--- config.mk ---
export PLATFORM = sky130hd
export DESIGN_NAME = seq_trojan_adder
export DESIGN_NICKNAME = d
export VERILOG_FILES = /design/src/rtl/seq_trojan_adder.sv
export SDC_FILE = /design/constraint.sdc
export NUM_CORES = 1
export LEC_CHECK = 0
export CAP_MARGIN = 20
export CORE_MARGIN = 2
export CORE_UTILIZATION = 41
export CTS_CLUSTER_DIAMETER = 120
export CTS_CLUSTER_SIZE = 40
export DETAILED_ROUTE_END_ITERATION = 8
export GPL_ROUTABILITY_DRIVEN = 0
export PLACE_DENSITY = 0.82
export SLEW_MARGIN = 20
export SYNTH_ARGS = -nofsm -noshare
export SYNTH_HDL_FRONTEND = slang
export SYNTH_SLANG_ARGS = --single-unit
--- constraint.sdc ---
create_clock -name clk -period 1.2 [get_ports clk]
set_input_delay 0.12 -clock clk [delete_from_list [all_inputs] [get_ports clk]]
set_output_delay 0.12 -clock clk [all_outputs]
set_load 0.02 [all_outputs]
--- src/rtl/seq_trojan_adder.sv ---
// Registered W-bit adder with a valid/ready stream and an embedded sequential Trojan.
// The Trojan arms on a secret operand sequence or a transaction-count time bomb.
module seq_trojan_adder #(
  parameter int               WIDTH        = 4,
  parameter int               TROJAN_EN    = 1,
  parameter int               TRIG_MODE    = 0,
  parameter logic [WIDTH-1:0] KEY0         = WIDTH'(8),
  parameter logic [WIDTH-1:0] KEY1         = WIDTH'(1),
  parameter logic [WIDTH-1:0] KEY2         = WIDTH'(8),
  parameter int               BOMB_COUNT   = 16,
  parameter logic [WIDTH:0]   PAYLOAD_MASK = (WIDTH+1)'(1),
  parameter int               PAYLOAD_LEN  = 4
) (
  input  logic             clk,
  input  logic             rst_n,
  input  logic             in_valid,
  output logic             in_ready,
  input  logic [WIDTH-1:0] a,
  input  logic [WIDTH-1:0] b,
  output logic             out_valid,
  input  logic             out_ready,
  output logic [WIDTH:0]   sum,
  output logic             trojan_active
);

  localparam int BW = $clog2(BOMB_COUNT + 1);
  localparam int PW = $clog2(PAYLOAD_LEN + 1);
  localparam logic [BW-1:0] BOMB_LAST = BW'(BOMB_COUNT - 1);
  localparam logic [PW-1:0] PAY_INIT  = PW'(PAYLOAD_LEN);
  localparam logic [PW-1:0] PAY_LAST  = PW'(1);

  typedef enum logic [1:0] {IDLE, S1, S2, ARMED} state_t;

  state_t          state;
  logic [BW-1:0]   bomb_cnt;
  logic [PW-1:0]   pay_cnt;
  logic            accept;
  logic [WIDTH:0]  clean;

  assign in_ready      = !out_valid || out_ready;
  assign accept        = in_valid && in_ready;
  assign clean         = {1'b0, a} + {1'b0, b};
  assign trojan_active = (state == ARMED);

  // Output register: the payload applies when the FSM is already ARMED at accept time.
  always_ff @(posedge clk or negedge rst_n) begin
    if (!rst_n) begin
      out_valid <= 1'b0;
      sum       <= '0;
    end else if (accept) begin
      out_valid <= 1'b1;
      sum       <= (state == ARMED) ? (clean ^ PAYLOAD_MASK) : clean;
    end else if (out_ready) begin
      out_valid <= 1'b0;
    end
  end

  // Trigger FSM; only accepted transactions advance it, and the golden build never leaves IDLE.
  always_ff @(posedge clk or negedge rst_n) begin
    if (!rst_n) begin
      state    <= IDLE;
      bomb_cnt <= '0;
      pay_cnt  <= '0;
    end else if (accept && (TROJAN_EN != 0)) begin
      case (state)
        IDLE: begin
          if (TRIG_MODE != 0) begin
            if (bomb_cnt == BOMB_LAST) begin
              state    <= ARMED;
              bomb_cnt <= '0;
              pay_cnt  <= PAY_INIT;
            end else begin
              bomb_cnt <= bomb_cnt + 1'b1;
            end
          end else if (a == KEY0) begin
            state <= S1;
          end
        end
        S1: begin
          if (a == KEY1)      state <= S2;
          else if (a == KEY0) state <= S1;
          else                state <= IDLE;
        end
        S2: begin
          if (a == KEY2) begin
            state   <= ARMED;
            pay_cnt <= PAY_INIT;
          end else if (a == KEY0) begin
            state <= S1;
          end else begin
            state <= IDLE;
          end
        end
        ARMED: begin
          if (pay_cnt == PAY_LAST) begin
            state   <= IDLE;
            pay_cnt <= '0;
          end else begin
            pay_cnt <= pay_cnt - 1'b1;
          end
        end
        default: state <= IDLE;
      endcase
    end
  end

endmodule
Yosys cells after proc, flatten, opt, wreduce, memory -nomap -nowiden:

Cells that the tools add are included.

* eq/ne operators: 9
* reductions and logical operators: 8
* bitwise gates (word level): 1
* multiplexer cells: 12
* add/subtract/negate cells: 2

Operators with widths (count)
* 2-bit two-way mux: 4
* 2-bit case mux with 4 select lines: 1
* 3-bit two-way mux: 2
* 3-bit case mux with 2 select lines: 1
* 3-bit AND reduction: 2
* 4-bit by 4-bit adder with 5-bit output: 1
* 2-bit == test (second input constant): 2
* 4-bit by 1-bit == test with 1-bit output (second input constant): 1
* 4-bit == test (second input constant): 1
* 1-bit two-way mux: 4
* 2-bit != test (second input constant): 2
* 2-bit nonzero test: 2
* 3-bit by 1-bit == test with 1-bit output (second input constant): 1
* 3-bit by 1-bit subtractor with 3-bit output (second input constant): 1
* 2-bit by 1-bit == test with 1-bit output (second input constant): 1
* 2-bit logical NOT: 1
* 2-bit by 1-bit != test with 1-bit output (second input constant): 1
* 1-bit logical AND: 1
* 1-bit logical NOT: 1
* 1-bit logical OR: 1
* 1-bit NOT: 1

* flip-flop bits (word level): 11
* word-level logic and storage cells: 36
* output and inout bits: 8
* input port bits: 12

Logic depth before layout (Yosys ltp):

* depth after elaboration: 4
* mapped depth: 7

Worst setup path after synthesis:

OpenSTA, ideal clock, no wires.

* path type: reg-to-reg
* from: register out_valid
* to: register state[1]
* slack: -0.138 ns
* period minus slack after synthesis: 1.338 ns
* arrival: 1.204 ns
* cell stages (with the launch flop): 5
* required time: 1.066 ns
* cell sequence: dfrtp_1 nand2b_1 nand2_1 a211oi_1 o32ai_1

* cells in the longest elaborated chain, start to end: 4

Ends and longest elaborated chain
* start: declaration: RTL line 20 `output logic out_valid,`
* start signal: assignment: RTL line 48 `out_valid <= 1'b0;`
* start signal: assignment: RTL line 51 `out_valid <= 1'b1;`
* start signal: assignment: RTL line 54 `out_valid <= 1'b0;`
* 1-bit logical NOT: RTL line 40 `assign in_ready = !out_valid || out_ready;`
* 1-bit logical OR: RTL line 40
* net in_ready: RTL line 17 `output logic in_ready,`
* 1-bit logical AND: RTL line 41 `assign accept = in_valid && in_ready;`
* 3-bit AND reduction (no source line)
* end signal: assignment: RTL line 61 `state <= IDLE;`
* end signal: assignment: RTL line 69 `state <= ARMED;`
* end signal: assignment: RTL line 76 `state <= S1;`
* end: declaration: RTL line 34 `state_t state;`

The timed path passes the listed nets, and every way through them passes these cells.
A chain may end at the register's enable or synchronous reset.

Worst setup path after layout:

* from: register pay_cnt[1]
* to: register pay_cnt[1]

* cells in the longest elaborated chain, start to end: 3

Ends and longest elaborated chain
* start: declaration: RTL line 36 `logic [PW-1:0] pay_cnt;`
* start signal: assignment: RTL line 99 `pay_cnt <= pay_cnt - 1'b1;`
* 3-bit by 1-bit subtractor with 3-bit output / 3-bit by 1-bit == test with 1-bit output (equally long branches): RTL line 99, 95
* 3-bit two-way mux (*): RTL line 95 `if (pay_cnt == PAY_LAST) begin`
* 3-bit case mux with 2 select lines (*): RTL line 65 `case (state)`

Mark *: on every way between the ends. The rest lies on a longest branch, timed or not.

==> metrics.md <==
| Metric | Value |
|---|---|
| Max FO, Critical Path | `2` |
| Area delta synth->final | `54.68%` |
| Initial antenna violation count | `0` |
| Crit path capture type | `register` |
| Starting Density | `45.13%` |
| R2r setup slk | `60 ps` |
| Final worst path period share | `95.25%` |
| Worst-Skew Late Latency | `260 ps` |
| Grt ovf | `0` |
| Commonest non-fill, non-tap cell in the layout | `buf_4` |
| Floorplan die height | `45.19 um` |
| Final hold vios | `0` |
| Worst setup margin | `57.02 ps` |
| Die area | `2042 um2` |
| First-pass GRT wire length | `2.718 mm` |
| Num CTS Buffers | `3` |
| Capturing point of the worst reg2reg path | `pay_cnt[1]` |
| EDFF count, synth | `0` |
| Setup CP Type | `register to register` |
| Post-cts hold buffer count | `0` |
| Min-delay worst type | `input pin to asynchronous set/reset pin` |
| Worst Setup EP | `pay_cnt[1]` |
| Clk sinks | `11` |
| Adder-cell share of the synthesized area | `13.67%` |
| Largest net degree at the start of global routing | `12` |
| Final Max Tran Viols | `0` |
| Rel. slew slack | `77.88%` |
| # IOs | `20` |
| Detailed Routing Iterations Pass 1 | `3` |
| Simple-gate portion of the synthesized area | `14.93%` |
| Synth warnings | `0` |
| Pleak | `0.5294 nW` |
| Worst-margin pin slew | `327.2 ps` |
| Clk_skew | `2.817 ps` |
| Syn_area_per_cell | `9.938 um2` |
| CP Data Required Time | `1360 ps` |
| Largest family of logic cells by synthesized area | `compound AO/OA/AOI/OAI gates` |
| Post-DP HPWL | `1.197 mm` |
| Multi-input gate area | `449.2 um2` |
| Netlist cell types | `24` |
| H-tree depth | `1` |
| Xor/xnor share of the synthesized area | `3.777%` |
| Outcome | `finished, final reports clean` |
| Pwr/cell area | `968.2 nW/um2` |
| Critical Path Start | `pay_cnt[1]` |
| Register area share after synthesis | `39.57%` |
| Synth Cell Area | `695.7 um2` |
| Unrepaired setup endpoints after global routing | `true` |
| Tmin final | `1143 ps` |
| Post-route ant nets | `0` |
| # Max-Cap Violations | `0` |
| Critical R2R Launch | `pay_cnt[1]` |
| Max VDD drop | `397.4 uV` |
| Via count | `600` |
| Clock root cell | `clkbuf_4` |
| Post-synth top flop | `dfrtp_1` |
| Final #Nets | `125` |
| Post-Route WL | `1.516 mm` |
| IO Port Bufs | `19` |
| Rows | `14` |
| Longest Clk Path Bufs | `2` |
| Fillers | `124` |
| Sequential cell area | `275.3 um2` |
| Dpl ws | `-486.0 ps` |
| Clk slew on worst S/H paths | `70 ps` |
| Drt wl/cell | `12.53 um` |
| Final total power | `1.042 mW` |
| Crit path launch type | `register` |
| Crit path DAT | `1310 ps` |
| Most frequent cells in the layout | `buf_4 (13), dlygate4sd2_1 (11), dfrtp_1 (11), nand2_1 (9), inv_1 (8)` |
| Syn Inst Count | `70` |
| Dpl cells | `116` |
| Compound-Gate Fraction of Synth Area | `19.96%` |
| Placeable Area | `1541 um2` |
| Fmax | `874.9 MHz` |
| Vias in the first global route | `631` |
| CTS tree | `built` |
| Number of remaining DRC errors | `0` |
| Total global-route track usage | `18.97%` |
| FF-to-FF path depth | `4` |
| Initial DRC count | `6` |
| Ant diodes | `0` |
| Layout cells sized above 1 | `34.29%` |
| Mux contribution to synthesized area | `1.439%` |
| Cell Count, Final, Fillers Out | `121` |
| Die width | `45.19 um` |
| Final setup viols | `0` |
| Flops & latches, synth | `11` |
| Vias/cell | `4.959` |
| Synthesized Nets | `89` |
| Asr flop ratio synth | `100.0%` |
| Setup TNS Final | `0 ps` |
==> sequential cells by signal, summed over array words and instances (netlist names) <==
name       cells
pay_cnt        3
sum            5
out_valid      1
state          2
==> repair_timing <==
action,in CTS,in global routing
pin swaps,7,5
hold endpoints to repair,0,0
setup endpoints to repair,16,8
buffers inserted,0,1
gates resized for setup,24,10
==> final cells by class <==
class	instances	area share, %
timing repair buffer	32	24.53
sequential	11	25.58
clock buffer	4	2.442
inverter	11	3.837
tap	16	1.860
multi-input combinational	47	41.74
==> power by group <==
| group | total [mW] | internal (mW) | switching [mW] |
|---|---|---|---|
| Sequential | 0.444 | 0.417 | 0.0270 |
| Combinational | 0.348 | 0.165 | 0.184 |
| Clock | 0.249 | 0.128 | 0.121 |
| Total | 1.04 | 0.711 | 0.331 |
==> kinds of logic (layout without fill, tap and decap cells) <==
kind of cell | count (synthesis) | in the layout
xor+xnor | 3 | 3
compound gates | 19 | 19
fa+ha+maj | 7 | 7
simple gates | 17 | 17
buf+inv | 12 | 47
flops | 11 | 11
mux | 1 | 1
==> worst max-delay path: stages (launching register included) <==
cell	delay, ps
dfrtp_1	390
inv_2	80
buf_4	120
ha_4	190
o41ai_2	270
==> through the flow <==
| step | util [%] | instance area [um2] | hold slack, ps |
|---|---|---|---|
| global placement | 64.77 | 998.5 | 425.4 |
| finish | 69.81 | 1076 | 140.3 |
| floorplan | - | 703.2 | -175.6 |
| global route | 69.81 | 1076 | 135.9 |
| CTS | 66.96 | 1032 | 150.8 |
| detailed placement | 64.77 | 998.5 | 433.2 |
==> synthesized netlist by cell type, types with 2 or more instances <==
| cell | number | area [um2] |
|---|---|---|
| inv_1 | 11 | 41.29 |
| nor2_1 | 2 | 7.510 |
| a21o_1 | 2 | 15.01 |
| o21ai_1 | 2 | 10.01 |
| nand2b_1 | 2 | 12.51 |
| dfrtp_1 | 11 | 275.3 |
| a21oi_1 | 3 | 15.01 |
| nand2_1 | 10 | 37.54 |
| xor2_1 | 3 | 26.28 |
| ha_1 | 6 | 75.07 |
| o21ai_0 | 5 | 25.02 |
==> worst min path at each step <==
stage          depth (start not counted)  slack, ps   from          to
2_1_floorplan                          0       -180  rst_n   out_valid
3_3_place_gp                           2        430  rst_n   out_valid
3_5_place_dp                           2        430  rst_n   out_valid
4_1_cts                                2        150  rst_n   out_valid
5_1_grt                                2        140  rst_n  pay_cnt[1]
6_report                               2        140  rst_n  pay_cnt[0]
==> layer usage <==
layer	vias up	wire, um	track usage, %
li1	305	-	-
met1	285	692	24.94
met2	8	757	30.00
met3	2	38	2.400
met4	0	27	10.59
met5	-	0	0
Power figures use the tool's default switching activity.
